===== src/rtl/pipe_buffer_if.sv =====
// Valid/ready handshake bundle between an upstream producer, the elastic
// pipeline buffer and its downstream consumer.
interface pipe_buffer_if #(
    parameter int W = 16
);
    logic         in_valid;
    logic [W-1:0] in_data;
    logic         in_ready;
    logic         out_valid;
    logic [W-1:0] out_data;
    logic         out_ready;

    // Buffer side of the bundle
    modport slave (
        input  in_valid, in_data, out_ready,
        output in_ready, out_valid, out_data
    );

    // Producer/consumer side of the bundle
    modport master (
        output in_valid, in_data, out_ready,
        input  in_ready, out_valid, out_data
    );
endinterface


===== src/rtl/pipe_buffer.sv =====
// Elastic DEPTH-stage pipeline register with per-stage skid entry and flush.
// Optional stall statistics counter enabled by defining PIPE_BUF_STATS_EN.
module pipe_buffer #(
    parameter int W     = 16,
    parameter int DEPTH = 1,
    parameter int CW    = $clog2(2*DEPTH+1)
) (
    input  logic             clk,
    input  logic             rst,
    input  logic             flush,
    pipe_buffer_if.slave     bus,
    output logic [CW-1:0]    count,
    output logic [15:0]      stall_cnt
);

    logic [DEPTH-1:0] r_vm;
    logic [DEPTH-1:0] r_vs;
    logic [W-1:0]     r_dm [DEPTH];
    logic [W-1:0]     r_ds [DEPTH];

    logic [DEPTH-1:0] w_up_v;
    logic [DEPTH-1:0] w_dn_r;
    logic [W-1:0]     w_up_d [DEPTH];
    logic [DEPTH-1:0] w_take;
    logic [DEPTH-1:0] w_pop;
    logic             w_in_ready;
    logic [CW-1:0]    w_count;

    // Stage k is fed by stage k-1's main entry; its downstream ready is the
    // next stage's registered skid-empty flag, so ready never chains combinationally.
    always_comb begin
        w_up_v    = {DEPTH{1'b0}};
        w_dn_r    = {DEPTH{1'b0}};
        for (int k = 0; k < DEPTH; k++) begin
            w_up_d[k] = {W{1'b0}};
        end
        w_up_v[0] = bus.in_valid;
        w_up_d[0] = bus.in_data;
        for (int k = 1; k < DEPTH; k++) begin
            w_up_v[k] = r_vm[k-1];
            w_up_d[k] = r_dm[k-1];
        end
        w_dn_r[DEPTH-1] = bus.out_ready;
        for (int k = 0; k < DEPTH-1; k++) begin
            w_dn_r[k] = !r_vs[k+1];
        end
    end

    assign w_take = w_up_v & ~r_vs;
    assign w_pop  = r_vm & w_dn_r;

    // Per-stage main/skid entry update
    always_ff @(posedge clk) begin
        for (int k = 0; k < DEPTH; k++) begin
            if (rst) begin
                r_vm[k] <= 1'b0;
                r_vs[k] <= 1'b0;
                r_dm[k] <= {W{1'b0}};
                r_ds[k] <= {W{1'b0}};
            end else if (flush) begin
                r_vm[k] <= 1'b0;
                r_vs[k] <= 1'b0;
            end else if (r_vs[k]) begin
                if (w_pop[k]) begin
                    r_dm[k] <= r_ds[k];
                    r_vs[k] <= 1'b0;
                end
            end else if (!r_vm[k] || w_pop[k]) begin
                r_vm[k] <= w_take[k];
                if (w_take[k]) begin
                    r_dm[k] <= w_up_d[k];
                end
            end else if (w_take[k]) begin
                r_ds[k] <= w_up_d[k];
                r_vs[k] <= 1'b1;
            end
        end
    end

    // Occupancy is the population count of all valid flags
    always_comb begin
        w_count = {CW{1'b0}};
        for (int k = 0; k < DEPTH; k++) begin
            w_count = w_count + CW'(r_vm[k]) + CW'(r_vs[k]);
        end
    end

    assign w_in_ready    = !r_vs[0] && !flush;
    assign bus.in_ready  = w_in_ready;
    assign bus.out_valid = r_vm[DEPTH-1] && !flush;
    assign bus.out_data  = r_dm[DEPTH-1];
    assign count         = w_count;

`ifdef PIPE_BUF_STATS_EN
    logic [15:0] r_stall_cnt;

    // Saturating count of cycles where upstream offered data that was refused
    always_ff @(posedge clk) begin
        if (rst) begin
            r_stall_cnt <= 16'h0000;
        end else if (bus.in_valid && !w_in_ready && (r_stall_cnt != 16'hFFFF)) begin
            r_stall_cnt <= r_stall_cnt + 16'h0001;
        end
    end

    assign stall_cnt = r_stall_cnt;
`else
    assign stall_cnt = 16'h0000;
`endif

endmodule


===== src/flat_wrapper.sv =====
// flat-port wrapper written by rule: the top's interface ports become plain ports
module pipe_buffer_flat 
#(
    parameter int W     = 16,
    parameter int DEPTH = 1,
    parameter int CW    = $clog2(2*DEPTH+1)
)
  (clk, rst, flush, count, stall_cnt, bus_in_valid, bus_in_data, bus_out_ready, bus_in_ready, bus_out_valid, bus_out_data);
  pipe_buffer_if #(.W(W)) bus_i ();
  input  logic clk;
  input  logic rst;
  input  logic flush;
  output logic [CW-1:0] count;
  output logic [15:0] stall_cnt;
  input wire logic [$bits(bus_i.in_valid)-1:0] bus_in_valid;
  input wire logic [$bits(bus_i.in_data)-1:0] bus_in_data;
  input wire logic [$bits(bus_i.out_ready)-1:0] bus_out_ready;
  output wire logic [$bits(bus_i.in_ready)-1:0] bus_in_ready;
  output wire logic [$bits(bus_i.out_valid)-1:0] bus_out_valid;
  output wire logic [$bits(bus_i.out_data)-1:0] bus_out_data;
  assign bus_i.in_valid = bus_in_valid;
  assign bus_i.in_data = bus_in_data;
  assign bus_i.out_ready = bus_out_ready;
  assign bus_in_ready = bus_i.in_ready;
  assign bus_out_valid = bus_i.out_valid;
  assign bus_out_data = bus_i.out_data;
  pipe_buffer #(.W(W), .DEPTH(DEPTH), .CW(CW)) u_core (.clk(clk), .rst(rst), .flush(flush), .bus(bus_i), .count(count), .stall_cnt(stall_cnt));
endmodule

===== config.mk =====
export PLATFORM = sky130hd
export DESIGN_NAME = pipe_buffer_flat
export DESIGN_NICKNAME = d
export VERILOG_FILES = /design/src/rtl/pipe_buffer_if.sv /design/src/rtl/pipe_buffer.sv /design/src/flat_wrapper.sv
export SDC_FILE = /design/constraint.sdc
export NUM_CORES = 1
export LEC_CHECK = 0
export ABC_AREA = 1
export CAP_MARGIN = 20
export CORE_ASPECT_RATIO = 0.9
export CORE_MARGIN = 5
export CORE_UTILIZATION = 45
export DETAILED_ROUTE_END_ITERATION = 16
export PLACE_DENSITY = 0.84
export SYNTH_ARGS = -nofsm -noshare
export SYNTH_HDL_FRONTEND = slang
export SYNTH_SLANG_ARGS = --single-unit

===== constraint.sdc =====
create_clock -name clk -period 1.7 [get_ports clk]
set_input_delay 0.34 -clock clk [delete_from_list [all_inputs] [get_ports clk]]
set_output_delay 0.34 -clock clk [all_outputs]
set_load 0.05 [all_outputs]

==> key figures <==
Worst setup path
  – Register-to-register setup slack: approximately 0.4 ns
  – Crit-path leading delay family: buffers and inverters
  – CP Data Arrival Time: 1.25 ns
  – CP max-delay cell: clkdlybuf4s50_1
  – R2r startpoint: u_core.r_vm
  – Worst-path maximum fanout: 4
  – Setup CP Type: input pin to primary output
  – Element type at the critical path start: input pin
  – Endpoint class of the critical path: primary output
  – Critical path's largest stage delay: 0.50 ns
  – Worst-path cell chain: clkdlybuf4s50_1 > nor2_1 > buf_12
  – CP required: between 1 and 1.5 ns
  – Crit path buf inv count: 2
  – Reg2Reg Depth: 5
  – R2r endpoint: u_core.r_dm[0][13]

Clocking
  – Clock Tree Buf Depth: 2
  – CTS root buf: clkbuf_8
  – CTS resizes: 0
  – Post-CTS Setup Bufs: 0
  – CTS hold repair buffers: 0
  – Worst-path clk slew: ~0.060 ns
  – Worst skew pair latency: a little under 0.3 ns
  – H-tree depth: 2
  – Clk sinks: 34
  – CTS tree: built
  – CTS buffer count: 5

Placement
  – Inst Count DP: between 200 and 300
  – Hpwl dp: roughly 2500 µm
  – Global placement routability congestion: about 0.76
  – Port Buffers: 40
  – Placed instance area: roughly 0.0021 mm²

Drt
  – Initial DRC Count: between 150 and 200
  – Final WL: approximately 3500 µm
  – DRT Pass-1 Iters: 5
  – Vias: about 1.3k
  – Drt drc: 0
  – Via/cell ratio: 4.84
  – Final ANT Viol Nets: 0
  – Wire per inst: 13.4 µm

Final layout
  – Area Growth Syn to Fin: 30.1%
  – Share of layout cells above drive strength 1: 22.6%
  – Final Cell Area: approximately 0.0022 mm²
  – Final #Nets: 233
  – Non-Filler Instances: approximately 260
  – # diodes: 0

Power and ir drop
  – Sequential share of power: between 40% and 50%
  – Pleak: 1.03 nW
  – PD cells: approximately 910 mW/mm²
  – Pint: approximately 0.0015 W
  – Power Total: a little over 0.002 W
  – Peak supply drop: ~0.0004 V
  – Power share of the combinational group: between 10% and 20%
  – Sw Share: a little over a quarter
  – Sw power: ~0.00054 W
  – Clock power share: a little over a third

Floorplan
  – Die H: a little under 70 µm
  – Initial Util: a little under half
  – Rows: 21
  – Die Span X: roughly 75 µm
  – I/O pin cnt: 57
  – Die ar.: approximately 0.0052 mm²
  – Core Region: between 0.003 and 0.004 mm²

Synthesis
  – Syn_area_per_cell: between 10 and 15 µm²
  – #FFs+latches synth: 34
  – Sequential share of the synthesized area: between 50% and 60%
  – Post-Syn Instances: approximately 170
  – Cell variety after synth: 19
  – Syn. warnings: 0
  – Post-Syn Area: roughly 0.0017 mm²

Min path
  – Hold depth: 2
  – Worst Hold Class: flip-flop to flip-flop
  – Hold Path Sink: u_core.r_dm[0][7]
  – Hold Crit Start: u_core.r_ds[0][7]

GRT
  – Initial antenna violation count: 0
  – GR Util All Layers: ~14%
  – Number of global-route vias before repair: around 1.2k
  – First-pass GRT wire length: 5400 µm
  – Remaining Overflow, GRT: 0
  – Largest net degree at the start of global routing: 32

Timing
  – Fin. max-slew vios: 0
  – Worst hold slack: just under 0.6 ns
  – Max frequency: about 630 MHz
  – Final Setup Violations: 0
  – Min Clock Period, post-route: approximately 1.6 ns
  – Final hold viol count: 0
  – RSZ-0062 raised after global routing: no
  – Final period utilization: a little over nine tenths
  – Layout Skew: 0.00608 ns

Job
  – Maxcap violations: 0

Status
  – Status: complete, no violations
[cell usage after synthesis (all sizes together)]
cell,number,area share [%]
edfxtp,32,56
nand4,32,12
buf,24,9.8
nand2,23,5.9
inv,22,4.8
nor2,21,6.9
nand3,4,1.2
dfxtp,2,2.3
a21boi,1,0.43
clkbuf,1,0.22
clkinv,1,0.22
conb,1,0.22
ha,1,0.72
o21ai,1,0.29
[power groups by stage]
stage               Clock [W]  Sequential [W]  Combinational (W)
finish               0.000711        0.000967           0.000358
detailed placement          0        0.000984           0.000356
CTS                  0.000719        0.000967           0.000357
global route         0.000755        0.000970           0.000375
global placement            0        0.000983           0.000354
floorplan                   0         0.00105           0.000187
[registers in the layout, summed over array words and instances (netlist names)]
signal       cells
u_core.r_vs      1
u_core.r_dm     16
u_core.r_vm      1
u_core.r_ds     16
[logic make-up after synthesis]
logic type / after synthesis / share of synthesized area, %
adder cells (fa/ha/maj): 1 / 0.723
buffers and inverters: 48 / 15.0
AO/OA/AOI/OAI: 2 / 0.723
other: 1 / 0.217
flip-flops: 34 / 57.9
AND/OR/NAND/NOR: 80 / 25.5
[cells in the final DEF (no fill, tap or decap), drive strengths merged]
| cell type | instances |
|---|---|
| inv | 22 |
| clkbuf | 7 |
| conb | 16 |
| clkdlybuf4s50 | 20 |
| o21ai | 1 |
| nand3 | 4 |
| buf | 28 |
| nor2 | 21 |
| ha | 1 |
| nand2 | 23 |
| bufinv | 1 |
| a21boi | 1 |
| dfxtp | 2 |
| clkinv | 1 |
| edfxtp | 32 |
| nand4 | 32 |
[per-layer routing]
metal / GRT usage [%] / wire length, µm
met5: 0 / 0
met4: 5.68 / 41
met3: 4.20 / 282
met2: 23.1 / 1750
met1: 18.2 / 1400
[layout make-up]
class	count	area, µm²
multi-input combinational	99	526
clock inverter	1	30.0
inverter	23	86.3
sequential	34	1000
clock buffer	7	76.3
fill	290	1460
timing repair buffer	48	473
tap	46	57.6
[worst reg2reg max path, stage by stage, from the launching register on]
cell,delay (ns)
dfxtp_1,0.44
nand2_1,0.13
clkinv_1,0.08
nand3_1,0.06
nand3_1,0.14
buf_12,0.16
[stage by stage]
step | TNS, ns | worst slack, ns | utilization, %
2_1_floorplan | 0 | 0.157 | -
3_5_place_dp | -0.686 | -0.0631 | 57.9
4_1_cts | 0 | 0.108 | 60.7
3_3_place_gp | -0.00776 | -0.00409 | 57.9
6_report | 0 | 0.106 | 60.7
5_1_grt | 0 | 0.0709 | 60.7
[how the worst max path moves through the flow]
stage	start	endpoint	cells after the start
5_1_grt	u_core.r_vs	count[0]	2
6_report	flush	bus_out_valid	3
4_1_cts	flush	bus_out_valid	3
3_3_place_gp	flush	u_core.r_dm[0][13]	5
2_1_floorplan	u_core.r_vs	bus_in_ready	2
3_5_place_dp	flush	u_core.r_dm[0][5]	5
No activity file was read; power rests on OpenSTA's default activity.
